<file path="src/rtl/stopwatch_disp_pkg.sv">
// Shared types and constants for the stopwatch MM:SS display back-end:
// converter FSM states, saturation limit and 7-segment codes.
package stopwatch_disp_pkg;

  typedef enum logic [2:0] {
    IDLE,
    LOAD,
    DIV60,
    BCD_MIN,
    BCD_SEC,
    COMMIT
  } conv_state_e;

  localparam logic [12:0] MAX_SECONDS = 13'd5999;
  localparam logic [6:0]  SEG_BLANK   = 7'h7F;

  // Active-low {g,f,e,d,c,b,a} patterns for a common-anode digit.
  localparam logic [6:0] SEG_0 = 7'h40;
  localparam logic [6:0] SEG_1 = 7'h79;
  localparam logic [6:0] SEG_2 = 7'h24;
  localparam logic [6:0] SEG_3 = 7'h30;
  localparam logic [6:0] SEG_4 = 7'h19;
  localparam logic [6:0] SEG_5 = 7'h12;
  localparam logic [6:0] SEG_6 = 7'h02;
  localparam logic [6:0] SEG_7 = 7'h78;
  localparam logic [6:0] SEG_8 = 7'h00;
  localparam logic [6:0] SEG_9 = 7'h10;

  function automatic logic [6:0] seg_decode(input logic [3:0] digit);
    case (digit)
      4'd0:    return SEG_0;
      4'd1:    return SEG_1;
      4'd2:    return SEG_2;
      4'd3:    return SEG_3;
      4'd4:    return SEG_4;
      4'd5:    return SEG_5;
      4'd6:    return SEG_6;
      4'd7:    return SEG_7;
      4'd8:    return SEG_8;
      4'd9:    return SEG_9;
      default: return SEG_BLANK;
    endcase
  endfunction

endpackage

</file>
<file path="src/rtl/sec_to_bcd.sv">
// Sequential seconds -> MM:SS BCD converter: repeated subtract-60 for minutes,
// then subtract-10 for each field's tens digit. One step per clock.
module sec_to_bcd
  import stopwatch_disp_pkg::*;
(
  input  logic        clk,
  input  logic        rst,
  input  logic        start,
  input  logic [12:0] value,
  output logic        busy,
  output logic        done,
  output logic [3:0]  min_tens,
  output logic [3:0]  min_ones,
  output logic [3:0]  sec_tens,
  output logic [3:0]  sec_ones
);

  conv_state_e state, state_next;
  logic [12:0] value_q;
  logic [12:0] rem;
  logic [6:0]  m;
  logic        accept;

  // A new request is taken in IDLE, or in COMMIT to chain straight into LOAD.
  assign accept = start && ((state == IDLE) || (state == COMMIT));

  // NOTE: state registers use non-blocking (<=) so every flop samples pre-edge values.
  always_ff @(posedge clk) begin
    if (rst) state <= IDLE;
    else     state <= state_next;
  end

  // NOTE: every output of this block gets a default first, so no path infers a latch.
  always_comb begin
    state_next = state;
    busy       = 1'b1;
    done       = 1'b0;
    case (state)
      IDLE: begin
        busy = 1'b0;
        if (start) state_next = LOAD;
      end
      LOAD:    state_next = DIV60;
      DIV60:   if (rem < 13'd60) state_next = BCD_MIN;
      BCD_MIN: if (m < 7'd10)    state_next = BCD_SEC;
      BCD_SEC: if (rem < 13'd10) state_next = COMMIT;
      COMMIT: begin
        done       = 1'b1;
        state_next = start ? LOAD : IDLE;
      end
      default: state_next = IDLE;
    endcase
  end

  // NOTE: datapath is reset too, so an aborted conversion leaves no stale digits behind.
  always_ff @(posedge clk) begin
    if (rst) begin
      value_q  <= '0;
      rem      <= '0;
      m        <= '0;
      min_tens <= '0;
      min_ones <= '0;
      sec_tens <= '0;
      sec_ones <= '0;
    end else begin
      if (accept) value_q <= value;
      case (state)
        LOAD: begin
          rem      <= (value_q > MAX_SECONDS) ? MAX_SECONDS : value_q;
          m        <= '0;
          min_tens <= '0;
          sec_tens <= '0;
        end
        DIV60: begin
          if (rem >= 13'd60) begin
            rem <= rem - 13'd60;
            m   <= m + 7'd1;
          end
        end
        BCD_MIN: begin
          if (m >= 7'd10) begin
            m        <= m - 7'd10;
            min_tens <= min_tens + 4'd1;
          end else begin
            min_ones <= m[3:0];
          end
        end
        BCD_SEC: begin
          if (rem >= 13'd10) begin
            rem      <= rem - 13'd10;
            sec_tens <= sec_tens + 4'd1;
          end else begin
            sec_ones <= rem[3:0];
          end
        end
        default: ;
      endcase
    end
  end

endmodule

</file>
<file path="src/rtl/stopwatch_display.sv">
// MM:SS stopwatch display: request buffering, BCD conversion, digit scan and decode.
// Optional adjust-mode field blinking is built when STOPWATCH_DISP_BLINK_EN is defined.
module stopwatch_display
  import stopwatch_disp_pkg::*;
#(
  parameter int SCAN_DIV  = 262144,
  parameter int BLINK_DIV = 25000000
) (
  input  logic        clk,
  input  logic        rst,
  input  logic [12:0] seconds,
  input  logic        update,
  input  logic        adj,
  input  logic        sel,
  output logic [6:0]  seg,
  output logic        dp,
  output logic [3:0]  an,
  output logic        busy
);

  localparam int SCAN_W = (SCAN_DIV > 1) ? $clog2(SCAN_DIV) : 1;
  localparam logic [SCAN_W-1:0] SCAN_LAST = SCAN_W'(SCAN_DIV - 1);

  logic        pending;
  logic [12:0] shadow;
  logic        start;
  logic [12:0] conv_value;
  logic        conv_done;
  logic [15:0] conv_bcd;   // {min_tens, min_ones, sec_tens, sec_ones}
  logic [15:0] disp_bcd;

  // A buffered request always takes priority over a fresh strobe.
  assign start      = pending || (update && !busy);
  assign conv_value = pending ? shadow : seconds;

  always_ff @(posedge clk) begin
    if (rst) begin
      pending <= 1'b0;
      shadow  <= '0;
    end else if (update && busy) begin
      pending <= 1'b1;
      shadow  <= seconds;
    end else if (pending && (!busy || conv_done)) begin
      pending <= 1'b0;
    end
  end

  sec_to_bcd u_conv (
    .clk      (clk),
    .rst      (rst),
    .start    (start),
    .value    (conv_value),
    .busy     (busy),
    .done     (conv_done),
    .min_tens (conv_bcd[15:12]),
    .min_ones (conv_bcd[11:8]),
    .sec_tens (conv_bcd[7:4]),
    .sec_ones (conv_bcd[3:0])
  );

  // All four digits swap together, so a half-converted value is never shown.
  always_ff @(posedge clk) begin
    if (rst)            disp_bcd <= '0;
    else if (conv_done) disp_bcd <= conv_bcd;
  end

  logic [SCAN_W-1:0] scan_cnt;
  logic [1:0]        idx;
  logic [3:0]        cur_digit;
  logic              field_blank;

  always_ff @(posedge clk) begin
    if (rst) begin
      scan_cnt <= '0;
      idx      <= '0;
    end else if (scan_cnt == SCAN_LAST) begin
      scan_cnt <= '0;
      idx      <= idx + 2'd1;
    end else begin
      scan_cnt <= scan_cnt + SCAN_W'(1);
    end
  end

  assign cur_digit = disp_bcd[{idx, 2'b00} +: 4];

`ifdef STOPWATCH_DISP_BLINK_EN
  localparam int BLINK_W = (BLINK_DIV > 1) ? $clog2(BLINK_DIV) : 1;
  localparam logic [BLINK_W-1:0] BLINK_LAST = BLINK_W'(BLINK_DIV - 1);

  logic [BLINK_W-1:0] blink_cnt;
  logic               phase;

  // Held cleared outside adjust mode, so each adjust session starts visible.
  always_ff @(posedge clk) begin
    if (rst || !adj) begin
      blink_cnt <= '0;
      phase     <= 1'b0;
    end else if (blink_cnt == BLINK_LAST) begin
      blink_cnt <= '0;
      phase     <= ~phase;
    end else begin
      blink_cnt <= blink_cnt + BLINK_W'(1);
    end
  end

  // idx[1] = 1 selects the minutes pair; sel = 1 selects seconds.
  assign field_blank = adj && phase && (idx[1] == ~sel);
`else
  logic unused_adjust;
  assign unused_adjust = adj ^ sel;
  assign field_blank   = 1'b0;
`endif

  always_ff @(posedge clk) begin
    if (rst) begin
      seg <= SEG_BLANK;
      an  <= 4'hF;
      dp  <= 1'b1;
    end else begin
      seg <= field_blank ? SEG_BLANK : seg_decode(cur_digit);
      an  <= ~(4'b0001 << idx);
      dp  <= (idx != 2'd2);
    end
  end

endmodule

</file>
<file path="config.mk">
export PLATFORM = sky130hd
export DESIGN_NAME = stopwatch_display
export DESIGN_NICKNAME = d
export VERILOG_FILES = /design/src/rtl/stopwatch_disp_pkg.sv /design/src/rtl/sec_to_bcd.sv /design/src/rtl/stopwatch_display.sv
export SDC_FILE = /design/constraint.sdc
export NUM_CORES = 1
export LEC_CHECK = 0
export ABC_AREA = 1
export BUFFER_PORTS_ARGS = -buffer_cell sky130_fd_sc_hd__buf_2
export CORE_AREA = 2 2 111 113
export DETAILED_ROUTE_END_ITERATION = 8
export DIE_AREA = 0 0 113 115
export PLACE_DENSITY = 0.66
export SLEW_MARGIN = 30
export SYNTH_ARGS = -nofsm -noshare
export SYNTH_HDL_FRONTEND = slang
export SYNTH_SLANG_ARGS = --single-unit
</file>
<file path="constraint.sdc">
create_clock -name clk -period 5.3 [get_ports clk]
set_clock_uncertainty 0.05 [all_clocks]
set_input_delay 1.325 -clock clk [delete_from_list [all_inputs] [get_ports clk]]
set_output_delay 1.325 -clock clk [all_outputs]
set_load 0.02 [all_outputs]
</file>
# After elaboration in Yosys (flattened, before gate mapping)
# Memories as Yosys holds them, arrays and structs flattened. A register that Yosys moved wholly into a read port is not among the register bits.
# Index checks and enable logic that the tools add are counted.
# W data, S select, Z words.
# word_totals
regBits	107
mem_bits_ro	112
in_bits	18
out_inout_bits	13
word_cells	93
n_memories	1
# classes
add_sub_neg	8
n_lt_le_gt_ge	7
n_eq_ne	14
n_shift	2
mux	22
bitwise_logic	3
reduce_logical	21
# mem_list
memory	words	word_bits	rd	rd_ports_with_merged_regs	write_ports	line_no	rtl
(no name shown)	16	7	1	1	0	stopwatch_disp_pkg.sv:30	case (digit)
# ops
cell	n
$mux W13	4
$pmux W13 S3	1
$pmux W7 S3	1
$add A18 B1 Y18 const B	1
$eq A18 B18 Y1 const B	1
$pmux W3 S6	1
$pmux W4 S2	2
$shiftx A16 B5 Y4	1
$mux W7	2
$ne A2 B1 Y1 const B	7
$ge A13 B4 Y1 const B	1
$ge A13 B6 Y1 const B	1
$gt A13 B13 Y1 const B	1
$lt A13 B4 Y1 const B	1
$lt A13 B6 Y1 const B	1
$sub A13 B4 Y13 const B	1
$sub A13 B6 Y13 const B	1
$mux W3	4
$add A4 B1 Y4 const B	2
$mux W4	2
$reduce_and A2 Y1	4
$add A7 B1 Y7 const B	1
$ge A7 B4 Y1 const B	1
$lt A7 B4 Y1 const B	1
18 further kinds	34

# Longest topological paths before layout
# logic_depth
word_depth	6
depth_mapped	12

# By module
# Synthesis repeated with hierarchy kept, for this count alone.
# hier_totals
cells_unflattened	891
area_unflattened_um2	6100.9
# by_module_without_submodules
module	instances	cells_per_inst	area_per_inst_um2	seq_area_each_um2
sec_to_bcd	1	503	3316.9	1041.0
stopwatch_display	1	388	2783.9	1221.2

# Worst setup path after synthesis
# Ideal clock, no wire load.
# synth_path
kind	in2reg
startpoint	input port rst
endpoint	register shadow[11]
setup_ns	0.065
arrival_time_ns	2.136
required_time_ns	5.185
setup_slack_ns	3.049
cell_stages	5
path_buffers	2
cell_sequence	inv_1 > clkbuf_1 > clkbuf_1 > o21ai_0 > nor2_1
# synth_lines
element	line_no	rtl
from (decl)	stopwatch_display.sv:10	input logic rst,
to (signal assigned)	stopwatch_display.sv:42	shadow <= seconds;
to (decl)	stopwatch_display.sv:25	logic [12:0] shadow;

# Worst setup path after layout
# layout_path
startpoint	register u_conv.state[0]
endpoint	output port busy
# layout_via
elab_chain_cells	2
# layout_lines
element	line_no	rtl
from (decl)	sec_to_bcd.sv:18	conv_state_e state, state_next;
from (signal assigned)	sec_to_bcd.sv:30	else state <= state_next;
$logic_not A3 Y1	sec_to_bcd.sv:38	case (state)
$mux W1	sec_to_bcd.sv:38	
to (decl)	stopwatch_display.sv:18	output logic busy
# No other way between the ends.

==> run summary <==
Ys async rst share: 0
Status: finished with violations
Critical path arrival: 1.31 ns
Synth unique cells: 37
Core Region: 0.0118 mm2
Post-synthesis instance total: 847
DIE WIDTH: 113 um
# nets final: 910
Post CTS Setup Buffer Count: 0
Pwr dens: 562 mW/mm2
Setup TNS: 0 ns
Post-CTS Resized: 0
Synthesis-to-layout area growth: 14.7%
RR Startpoint: u_conv.state[0]$_SDFFE_PP0P_
Top post-synthesis cells by area: dfxtp_1, nand2_1, o21ai_0
Layout fillers: 1,146
Place WS: 2.28 ns
Pin count of the biggest net entering global routing: 39
Setup Viol. Count Final: 0
Die area: 0.0130 mm2
Initial Util: 0.491
Num CTS Buffers: 17
DIE HEIGHT: 115 um
Port bufs: 28
# IOs: 31
Row count: 40
Htree depth: 4
Syn_area_per_cell: 6.85 um2
Vias: 5,509
Req. time, crit path: 3.92 ns
Critical R2R Capture: shadow[12]$_SDFFE_PP0P_
Area of the multi-input gates: 0.00303 mm2
Clock root buffer: clkbuf_16
Failing checks: DRC
RSZ-0062 raised after global routing: false
EDFF count, synth: 0
Share of layout cells above drive strength 1: 0.114
DR WL/cell: 13.4 um
Via density: 5.34
Most common flop cell mapped by yosys: dfxtp_1
Antenna cells: 0
Vias in the first global route: 5,215
Worst Setup EP: busy
Highest Clock Rate: 0.372 GHz
Hold_buf cts: 0
Flops & latches, synth: 113
Final HPWL DP: 9570 um
Crit. End Element: output port
Ys Warns: 0
Startpoint types: flop
Clk sinks: 113
Worst Tran Pin Value: 0.819 ns
Area leader, netlist: dfxtp_1
FF+latch area: 0.00226 mm2
Crit. Startpoint: u_conv.state[0]$_SDFFE_PP0P_
Slew headroom: 0.452
Cell area after synthesis: 0.00580 mm2
Leak: 2.89 nW
Setup CP Type: flop to output port
Register-to-register setup slack: 3.01 ns
CTS max path bufs: 2
Worst vdd ir: 0.000333 V
Final Slew Violations: 0
Cell with the most instances after synthesis: nand2_1
Skew-Pair Late Insertion Delay: 0.43 ns
Post-synthesis sequential area ratio: 0.390
Most frequent cells after synthesis: nand2_1, dfxtp_1, nor2_1
Final Routed Wirelength: 13,900 um
Maxcap violations: 0
CP max FO: 6
Hold WC Path Type: flop to flop
GRT Total Usage: 0.222
Setup ws final: 2.61 ns
Final Hold Vio Count: 0
Synth top area share: 0.390
Initial DRC Count: 334
Non-filler instance count after layout: 1,032
Placer Congestion: 0.870
Hold path depth: 2
FF-to-FF path depth: 7
Cell total after placement: 1,000
First-pass GRT wire length: 23,300 um
Clk slew on worst S/H paths: 0.05 ns
# DRC: 2
Part of the cycle the worst path needs: 0.507
Initial antenna violation count: 0
Crit path time final: 2.69 ns
Hold path start: u_conv.min_ones[2]$_SDFFE_PP0P_
GR Overflow Total: 0
Syn_nets: 885
CTS tree: done
First-pass iteration count of the detailed router: 7
Antenna Nets Post-Route: 0
placed cells by master, fill, tap and decap left out, types with 2 or more instances in the layout:
master        n
nor2_4        4
nand3_1      51
dfxtp_1     113
xnor2_1       4
nand4_1      10
o21ai_0      88
clkinv_2      2
nand2_2       5
nand2_1     169
buf_2        28
inv_1        91
ha_1         20
nand3b_1      2
xor2_1        4
o22ai_1       2
clkinvlp_4    3
buf_4         3
nor2_2        6
or2_2         3
nor3_1       14
nor2_1      109
clkinv_4      3
clkbuf_16    17
inv_6         2
a31oi_1      15
o21ai_1      16
bufinv_16     4
a21oi_1      69
inv_2        12
nand3_2       3
worst max-delay path: stages, from the launching register on:
cell and delay [ns]:
dfxtp_1 0.36, nor2_2 0.18, nand2_1 0.15, buf_2 0.20
report_power, final:
part           total, mW  switching, mW  leakage (nW)  internal [mW]
clock               1.22          0.432         0.302          0.790
sequential          1.23          0.193         0.923           1.04
combinational       1.29          0.877          1.67          0.410
worst min-delay path by stage:
stage                                                 end
after floorplan                    scan_cnt[0]$_SDFF_PP0_
after global placement    u_conv.min_ones[1]$_SDFFE_PP0P_
after detailed placement  u_conv.min_ones[0]$_SDFFE_PP0P_
after CTS                 u_conv.min_ones[0]$_SDFFE_PP0P_
after global routing      u_conv.sec_ones[0]$_SDFFE_PP0P_
final                     u_conv.min_ones[2]$_SDFFE_PP0P_
cell type report:
type,instances,share of cell area
clock inverter,15,0.0312
multi-input combinational,605,0.455
sequential,113,0.340
clock buffer,17,0.0639
inverter,104,0.0586
timing repair buffer,31,0.0244
tap,147,0.0276
kinds of logic after synthesis:
kind of cell / synth area share
fa+ha+maj: 0.0431
buf+inv: 0.0886
compound gates: 0.173
xor+xnor: 0.0121
simple gates: 0.293
flops: 0.390
registers in the layout, summed over array words and instances (netlist names), 7 cells and up:
signal          cells
u_conv.m            7
u_conv.value_q     13
u_conv.rem         13
seg                 7
shadow             13
scan_cnt           18
disp_bcd           16
stage by stage:
step | area (um2) | util | power [mW] | hold slack, ns
floorplan | 5800 | - | 2.22 | 0.367
global placement | 6030 | 0.510 | 2.48 | 0.381
detailed placement | 6030 | 0.510 | 2.51 | 0.383
CTS | 6660 | 0.564 | 3.74 | 0.391
global route | 6660 | 0.564 | 4.01 | 0.407
finish | 6660 | 0.564 | 3.74 | 0.391
layer usage:
| metal | share of wire | track usage | up-vias |
|---|---|---|---|
| met5 | 0 | 0 | - |
| met3 | 0.037 | 0.0453 | 22 |
| met1 | 0.44 | 0.253 | 2548 |
| met2 | 0.51 | 0.400 | 108 |
| li1 | - | - | 2831 |
| met4 | 0.020 | 0.107 | 0 |
No activity file was read; power rests on OpenSTA's default activity.
